===== src/rtl/assoc_layer_controller.sv =====
// assoc_layer_controller: responder side of the memory/associative-layer learning
// handshake. Scans an edge table, then strengthens, inserts or replaces one
// key->response association and pulses assoc_learning_done.
// Optional feature macro: ASSOC_DECAY_EN (decays competing edges of the same key
// during the scan).
module assoc_layer_controller #(
    parameter int unsigned NODE_W   = 8,
    parameter int unsigned WEIGHT_W = 8,
    parameter int unsigned DEPTH    = 16
) (
    input  logic                       clk,
    input  logic                       reset,
    input  logic                       assoc_learning_start,
    input  logic [NODE_W-1:0]          key_node,
    input  logic [NODE_W-1:0]          resp_node,
    output logic                       assoc_learning_done,
    output logic                       busy,
    output logic [$clog2(DEPTH):0]     edge_count,
    output logic                       last_hit,
    output logic                       last_replaced,
    input  logic [$clog2(DEPTH)-1:0]   rd_addr,
    output logic                       rd_valid,
    output logic [NODE_W-1:0]          rd_key,
    output logic [NODE_W-1:0]          rd_resp,
    output logic [WEIGHT_W-1:0]        rd_weight
);

    localparam int unsigned ADDR_W = $clog2(DEPTH);
    localparam int unsigned CNT_W  = ADDR_W + 1;

    typedef enum logic [2:0] {
        ST_IDLE,
        ST_SCAN,
        ST_UPDATE,
        ST_DONE,
        ST_RELEASE
    } state_e;

    state_e                 state_q;
    logic [ADDR_W-1:0]      idx_q;
    logic [NODE_W-1:0]      lkey_q;
    logic [NODE_W-1:0]      lresp_q;
    logic                   hit_found_q;
    logic [ADDR_W-1:0]      hit_idx_q;
    logic                   free_found_q;
    logic [ADDR_W-1:0]      free_idx_q;
    logic                   vict_found_q;
    logic [ADDR_W-1:0]      vict_idx_q;
    logic [WEIGHT_W-1:0]    vict_w_q;
    logic                   done_q;
    logic                   busy_q;
    logic [CNT_W-1:0]       count_q;
    logic                   last_hit_q;
    logic                   last_repl_q;

    logic                   tbl_valid_q  [DEPTH];
    logic [NODE_W-1:0]      tbl_key_q    [DEPTH];
    logic [NODE_W-1:0]      tbl_resp_q   [DEPTH];
    logic [WEIGHT_W-1:0]    tbl_weight_q [DEPTH];

    logic                   key_match_c;
    logic                   resp_match_c;
    logic                   scan_valid_c;
    logic [WEIGHT_W-1:0]    scan_weight_c;
`ifdef ASSOC_DECAY_EN
    logic                   decay_c;
`endif

    // Entry under scan, as it looks after any decay applied this cycle
    always_comb begin
        key_match_c   = (tbl_key_q[idx_q] == lkey_q);
        resp_match_c  = (tbl_resp_q[idx_q] == lresp_q);
        scan_valid_c  = tbl_valid_q[idx_q];
        scan_weight_c = tbl_weight_q[idx_q];
`ifdef ASSOC_DECAY_EN
        decay_c = tbl_valid_q[idx_q] && key_match_c && !resp_match_c;
        if (decay_c) begin
            scan_weight_c = tbl_weight_q[idx_q] - WEIGHT_W'(1);
            if (scan_weight_c == '0) begin
                scan_valid_c = 1'b0;
            end
        end
`endif
    end

    // Handshake FSM, scan bookkeeping, table update and status registers
    always_ff @(posedge clk) begin
        if (reset) begin
            state_q      <= ST_IDLE;
            idx_q        <= '0;
            lkey_q       <= '0;
            lresp_q      <= '0;
            hit_found_q  <= 1'b0;
            hit_idx_q    <= '0;
            free_found_q <= 1'b0;
            free_idx_q   <= '0;
            vict_found_q <= 1'b0;
            vict_idx_q   <= '0;
            vict_w_q     <= '0;
            done_q       <= 1'b0;
            busy_q       <= 1'b0;
            count_q      <= '0;
            last_hit_q   <= 1'b0;
            last_repl_q  <= 1'b0;
            for (int i = 0; i < int'(DEPTH); i++) begin
                tbl_valid_q[i]  <= 1'b0;
                tbl_key_q[i]    <= '0;
                tbl_resp_q[i]   <= '0;
                tbl_weight_q[i] <= '0;
            end
        end else begin
            case (state_q)
                ST_IDLE: begin
                    if (assoc_learning_start) begin
                        lkey_q       <= key_node;
                        lresp_q      <= resp_node;
                        idx_q        <= '0;
                        hit_found_q  <= 1'b0;
                        free_found_q <= 1'b0;
                        vict_found_q <= 1'b0;
                        busy_q       <= 1'b1;
                        state_q      <= ST_SCAN;
                    end
                end
                ST_SCAN: begin
`ifdef ASSOC_DECAY_EN
                    if (decay_c) begin
                        tbl_weight_q[idx_q] <= scan_weight_c;
                        tbl_valid_q[idx_q]  <= scan_valid_c;
                        if (!scan_valid_c) begin
                            count_q <= count_q - CNT_W'(1);
                        end
                    end
`endif
                    if (scan_valid_c && key_match_c && resp_match_c) begin
                        hit_found_q <= 1'b1;
                        hit_idx_q   <= idx_q;
                    end
                    if (!scan_valid_c && !free_found_q) begin
                        free_found_q <= 1'b1;
                        free_idx_q   <= idx_q;
                    end
                    // Strict less-than keeps the lowest index among equal minima
                    if (scan_valid_c && (!vict_found_q || scan_weight_c < vict_w_q)) begin
                        vict_found_q <= 1'b1;
                        vict_idx_q   <= idx_q;
                        vict_w_q     <= scan_weight_c;
                    end
                    if (idx_q == ADDR_W'(DEPTH - 1)) begin
                        state_q <= ST_UPDATE;
                    end else begin
                        idx_q <= idx_q + ADDR_W'(1);
                    end
                end
                ST_UPDATE: begin
                    if (hit_found_q) begin
                        if (tbl_weight_q[hit_idx_q] != '1) begin
                            tbl_weight_q[hit_idx_q] <= tbl_weight_q[hit_idx_q] + WEIGHT_W'(1);
                        end
                        last_hit_q  <= 1'b1;
                        last_repl_q <= 1'b0;
                    end else if (free_found_q) begin
                        tbl_valid_q[free_idx_q]  <= 1'b1;
                        tbl_key_q[free_idx_q]    <= lkey_q;
                        tbl_resp_q[free_idx_q]   <= lresp_q;
                        tbl_weight_q[free_idx_q] <= WEIGHT_W'(1);
                        count_q     <= count_q + CNT_W'(1);
                        last_hit_q  <= 1'b0;
                        last_repl_q <= 1'b0;
                    end else begin
                        tbl_valid_q[vict_idx_q]  <= 1'b1;
                        tbl_key_q[vict_idx_q]    <= lkey_q;
                        tbl_resp_q[vict_idx_q]   <= lresp_q;
                        tbl_weight_q[vict_idx_q] <= WEIGHT_W'(1);
                        last_hit_q  <= 1'b0;
                        last_repl_q <= 1'b1;
                    end
                    done_q  <= 1'b1;
                    state_q <= ST_DONE;
                end
                ST_DONE: begin
                    done_q  <= 1'b0;
                    busy_q  <= 1'b0;
                    state_q <= ST_RELEASE;
                end
                ST_RELEASE: begin
                    if (!assoc_learning_start) begin
                        state_q <= ST_IDLE;
                    end
                end
                default: begin
                    state_q <= ST_IDLE;
                end
            endcase
        end
    end

    assign assoc_learning_done = done_q;
    assign busy                = busy_q;
    assign edge_count          = count_q;
    assign last_hit            = last_hit_q;
    assign last_replaced       = last_repl_q;

    // Non-stalling read port
    assign rd_valid  = tbl_valid_q[rd_addr];
    assign rd_key    = tbl_key_q[rd_addr];
    assign rd_resp   = tbl_resp_q[rd_addr];
    assign rd_weight = tbl_weight_q[rd_addr];

endmodule


===== config.mk =====
export PLATFORM = sky130hd
export DESIGN_NAME = assoc_layer_controller
export DESIGN_NICKNAME = d
export VERILOG_FILES = /design/src/rtl/assoc_layer_controller.sv
export SDC_FILE = /design/constraint.sdc
export NUM_CORES = 1
export LEC_CHECK = 0
export BUFFER_PORTS_ARGS = -buffer_cell sky130_fd_sc_hd__buf_2
export CORE_ASPECT_RATIO = 1.1
export CORE_MARGIN = 1.5
export CORE_UTILIZATION = 30
export CTS_CLUSTER_SIZE = 20
export DETAILED_ROUTE_END_ITERATION = 10
export PLACE_DENSITY = 0.48
export SLEW_MARGIN = 25
export SYNTH_ARGS = -nofsm -noshare
export SYNTH_HDL_FRONTEND = slang
export SYNTH_SLANG_ARGS = --single-unit

===== constraint.sdc =====
create_clock -name clk -period 8.7 [get_ports clk]
set_clock_uncertainty 0.15 [all_clocks]
set_input_delay 0.87 -clock clk [delete_from_list [all_inputs] [get_ports clk]]
set_output_delay 0.87 -clock clk [all_outputs]
set_load 0.05 [all_outputs]

After elaboration in Yosys (flattened, before gate mapping)

Memories as Yosys holds them, arrays and structs flattened. A register that Yosys moved wholly into a read port is not among the register bits.
Cells that the tools add are included.

Bits in writable memories: 400
Register bits after elaboration: 55
Input bits: 23
Memories kept: 4

Memories:

| name         | depth | bits a word | rd ports | clocked after Yosys merged registers in | wr ports | line | source |
|---|---|---|---|---|---|---|---|
| tbl_key_q    | 16    | 8           | 2        | 1                                       | 16       | 57   | `logic [NODE_W-1:0] tbl_key_q [DEPTH];` |
| tbl_resp_q   | 16    | 8           | 2        | 1                                       | 16       | 58   | `logic [NODE_W-1:0] tbl_resp_q [DEPTH];` |
| tbl_weight_q | 16    | 8           | 3        | 2                                       | 16       | 59   | `logic [WEIGHT_W-1:0] tbl_weight_q [DEPTH];` |
| tbl_valid_q  | 16    | 1           | 2        | 1                                       | 16       | 56   | `logic tbl_valid_q [DEPTH];` |

Order comparisons: 1
Multiplexer cells: 72
Bitwise gates (word level): 1
Eq/ne operators: 15
Reduce and logical (&&, ||, !) cells: 32
Add/subtract/negate cells: 3

Operators with widths:

| kind                | count |
|---|---|
| $mux 4              | 21 |
| $mux 8              | 7 |
| $reduce_or 8->1     | 7 |
| $mux 1              | 34 |
| $reduce_and 3->1    | 6 |
| $eq 8x8->1          | 2 |
| $pmux 3 s5          | 1 |
| $ne 2x2->1 const B  | 7 |
| $pmux 1 s2          | 5 |
| $reduce_and 2->1    | 5 |
| $mux 3              | 3 |
| $add 8x1->8 const B | 1 |
| $lt 8x8->1          | 1 |
| $ne 8x8->1 const B  | 1 |
| $pmux 4 s2          | 1 |
| $eq 3x2->1 const B  | 2 |
| $reduce_bool 2->1   | 3 |
| $add 5x1->5 const B | 1 |
| $add 4x1->4 const B | 1 |
| $eq 4x4->1 const B  | 1 |
| $logic_and 1x1->1   | 4 |
| $eq 3x1->1 const B  | 1 |
| $eq 3x3->1 const B  | 1 |
| $logic_not 1->1     | 3 |
| other kinds (4)     | 5 |

Depth between registers and ports, before layout

Depth in word-level cells: 10
Gate-level depth with buffers: 15

Worst setup path before layout

No wires, ideal clock.

Kind: input-to-output
Start: in rd_addr[0]
End: out rd_key[0]
Required time: 7,680 ps
Arrival time: 2,854 ps
Path slack: 4,826 ps
Stages on the path: 4
Path buffers: 2
Path through: clkbuf_1 buf_1 mux4_2 mux4_2

Word-level cells in the longest chain between the ends: 1

RTL lines:

| what         | line | source |
|---|---|---|
| from (decl)  | 21   | `input logic [$clog2(DEPTH)-1:0] rd_addr,` |
| $mem_v2 16x8 | n/a  |  |
| to (decl)    | 23   | `output logic [NODE_W-1:0] rd_key,` |

Every way passes these cells.

==> reports/metrics.yaml <==
synth:
  synth_top_area_share_pct: 45.9
  async_reset_ff_share_pct: 0
  synthMuxAreaShare_pct: 26.9
  yosysWarnings: 0
  synthAdderAreaFrac_pct: 0.498
  synth_top_family_by_area: "multiplexers"
  synth-edff-count: 384
  synth_area_leaders: "edfxtp_1 (46%), mux4_2 (25%), dfxtp_1 (6.3%)"
  synth_cells: 1779
  synth_flop_cell: "edfxtp_1"
  synth-xor-area-share_pct: 1.15
  ys_types: 67
  synthSimpleGateAreaFrac_pct: 12.8
  synth_compound_area_share_pct: 3.30
  syn_area_um2: 25100
  yosys.area.top_type: "edfxtp_1"
  synth.avg_cell_area_um2: 14.1
  ys_seq_area_share_pct: 52.2
  ys_ff_latch: 463
  synth_nets: 1812
clocking:
  htreeDepth: 2
  hold_buffers: 0
  cts.sinks: 463
  post_cts_buffers: 0
  cts_tree: "done"
  cts_resized: 0
  clk_latency_ns: 0.62
  cts_buffers: 53
  clk_pin_slew_ns: 0.06
  clk_root_buffer_cell: "clkbuf_16"
  ctsLongestPathBuffers: 3
drt:
  route.detailed.drc: 0
  ant_nets: 0
  num_vias: 16100
  wl_per_cell_um: 28.6
  drt_iter0_markers: 1630
  finalWirelength_mm: 82.9
  first_pass_iters: 5
  vias_per_cell: 5.55
cells_and_area:
  layout-drive-gt1-share_pct: 28.8
  final_util_pct: 34.1
  syn2layout_area_growth_pct: 13.0
  n_antenna_cell: 0
  final_cell_mix: "edfxtp_1 (384), mux4_2 (276), and2_1 (202)"
  fill_cells: 8025
  nets: 1818
  fin_cells: 2901
  mostFrequentLayoutCell: "edfxtp_1"
sta:
  hold_viol: 0
  fin_crit_ns: 4.74
  whs_ns: 0.324
  fin_setup_tns_ns: 0
  max_freq_mhz: 211
  fin_crit_sh_pct: 54.5
  worst_pin_slew_ns: 1.08
  slew_viol_final: 0
  max_slew_margin_pct: 27.7
  setup_viol: 0
  rsz0062_at_grt: "false"
setup_path:
  crit_type: "reg -> reg"
  worstPathRequired_ns: 8.86
  path_cells: "buf_4 -> mux4_2 -> mux4_2 -> ha_1 -> nand4_1 -> o21ai_2 -> nor2_4 -> nand2_1 -> buf_4 -> o21ai_0 -> buf_4"
  slowest_stage: "o21ai_0"
  startpoint_type: "flop"
  arrival_ns: 4.91
  r2r_setup_slack_ns: 3.96
  cp_max_fo: 33
  worst_setup_path_end_kind: "flop"
  cp_common_cell: "buf_4"
  slowest_delay_ns: 0.89
worst_hold_path:
  hold_path_class: "reg -> reg"
place:
  io_buffer_count: 56
  dpl.cell_count: 2802
  dpl.hpwl_mm: 52.4
  gp_congestion: 0.835
die:
  dieArea_um2: 85500
  die_w_um: 279
  core_region_area_um2: 83200
  chipHeight_um: 307
  num_io_pins: 57
  rows: 111
  start_util_pct: 30.2
power:
  p_leak_uw: 0.00967
  ir_worst_vdd_v: 0.000170
  power_density_nw_per_um2: 196
  p_total_uw: 5570
run_status:
  status: "completed"
global_route:
  grt_pass1_wl_mm: 121
  grt_start_max_net_pins: 62
  first_global_vias: 16400
  grt_usage_pct: 19.4
  grt_remaining_overflow: 0
  antenna_found_initial: 3
run:
  maxCapViolations: 0
## routing by layer
metal	track usage (%)	share of wire, %	up-vias
met4	4.95	2.4	0
met3	2.76	5.8	112
li1	-	-	6858
met2	34.7	52	639
met5	0	0	-
met1	24.5	40	8506
## critical path: cells and delay by family (launching register included)
family | cells | cell delay [ns]
buffers and inverters | 3 | 1.17
flip-flops | 1 | 0.31
adder cells (fa/ha/maj) | 1 | 0.30
AO/OA/AOI/OAI | 2 | 0.99
AND/OR/NAND/NOR | 3 | 0.36
multiplexers | 2 | 1.14
## flip-flops by register name, indices dropped and copies added (netlist names), 3 cells and up, named ones only
register / cells
vict_idx_q: 4
edge_count: 5
state_q: 3
lresp_q: 8
tbl_key_q: 128
tbl_resp_q: 128
tbl_valid_q: 16
tbl_weight_q: 128
idx_q: 4
lkey_q: 8
vict_w_q: 8
hit_idx_q: 4
free_idx_q: 4
## through the flow
stage	area, um^2	setup slack [ns]
global route	28400	3.76
global placement	26700	3.04
floorplan	25100	4.83
finish	28400	3.96
detailed placement	26700	3.54
CTS	28400	3.91
## cells in the mapped netlist, types with 2 or more instances
master,n
a31oi_1,6
nand4_1,8
buf_2,30
nor4_1,2
or3b_2,2
edfxtp_1,384
clkbuf_1,89
and3b_1,2
nor2b_1,6
and3_1,13
nor3_1,66
a21oi_1,32
buf_6,6
dfxtp_1,79
nand2_1,85
nand2b_1,2
mux2i_1,54
buf_4,10
and2_1,202
buf_1,28
clkinv_1,4
inv_1,13
or3_1,5
o21ai_0,35
nand3_1,17
nor3b_1,9
xnor2_1,13
a21o_1,20
mux4_2,276
a31o_2,2
a211oi_1,2
a22oi_1,3
nand3b_1,4
xor2_1,20
nor2_1,191
or2_2,9
ha_1,10
o21ai_1,7
a21oi_2,3
inv_2,2
nor2_4,2
## where the power goes
| part | switching (uW) | internal [uW] | total, uW |
|---|---|---|---|
| clock | 958 | 1240 | 2200 |
| sequential | 97.9 | 2480 | 2580 |
| combinational | 473 | 314 | 787 |
| total | 1530 | 4040 | 5570 |
## area by class of cell
cell class	count	area (um^2)	share of cell area (%)
multi-input cells	1134	11400	40.2
clock buffers	75	1470	5.18
flip-flops and latches	463	13100	46.2
inverters	19	71.3	0.251
clock inverters	23	216	0.762
well taps	1073	1340	4.73
repair buffers	114	753	2.65
## cells by family after synthesis
kind of cell / count (synthesis)
xor gates and xnor gates: 33
and+or+nand+nor: 631
AOI/OAI and AO/OA: 130
adders and majority gates: 10
muxes: 330
DFF: 463
buffers and inverters: 182
## worst paths after layout
kind                   from                  to  cells after the start
min          tbl_valid_q[7]      tbl_valid_q[7]                      1
min reg2reg  tbl_valid_q[7]      tbl_valid_q[7]                      1
max reg2reg            flop  tbl_weight_q[4][7]                     11
max                    flop  tbl_weight_q[4][7]                     11
Note: power is estimated with default switching activity, not from simulation.
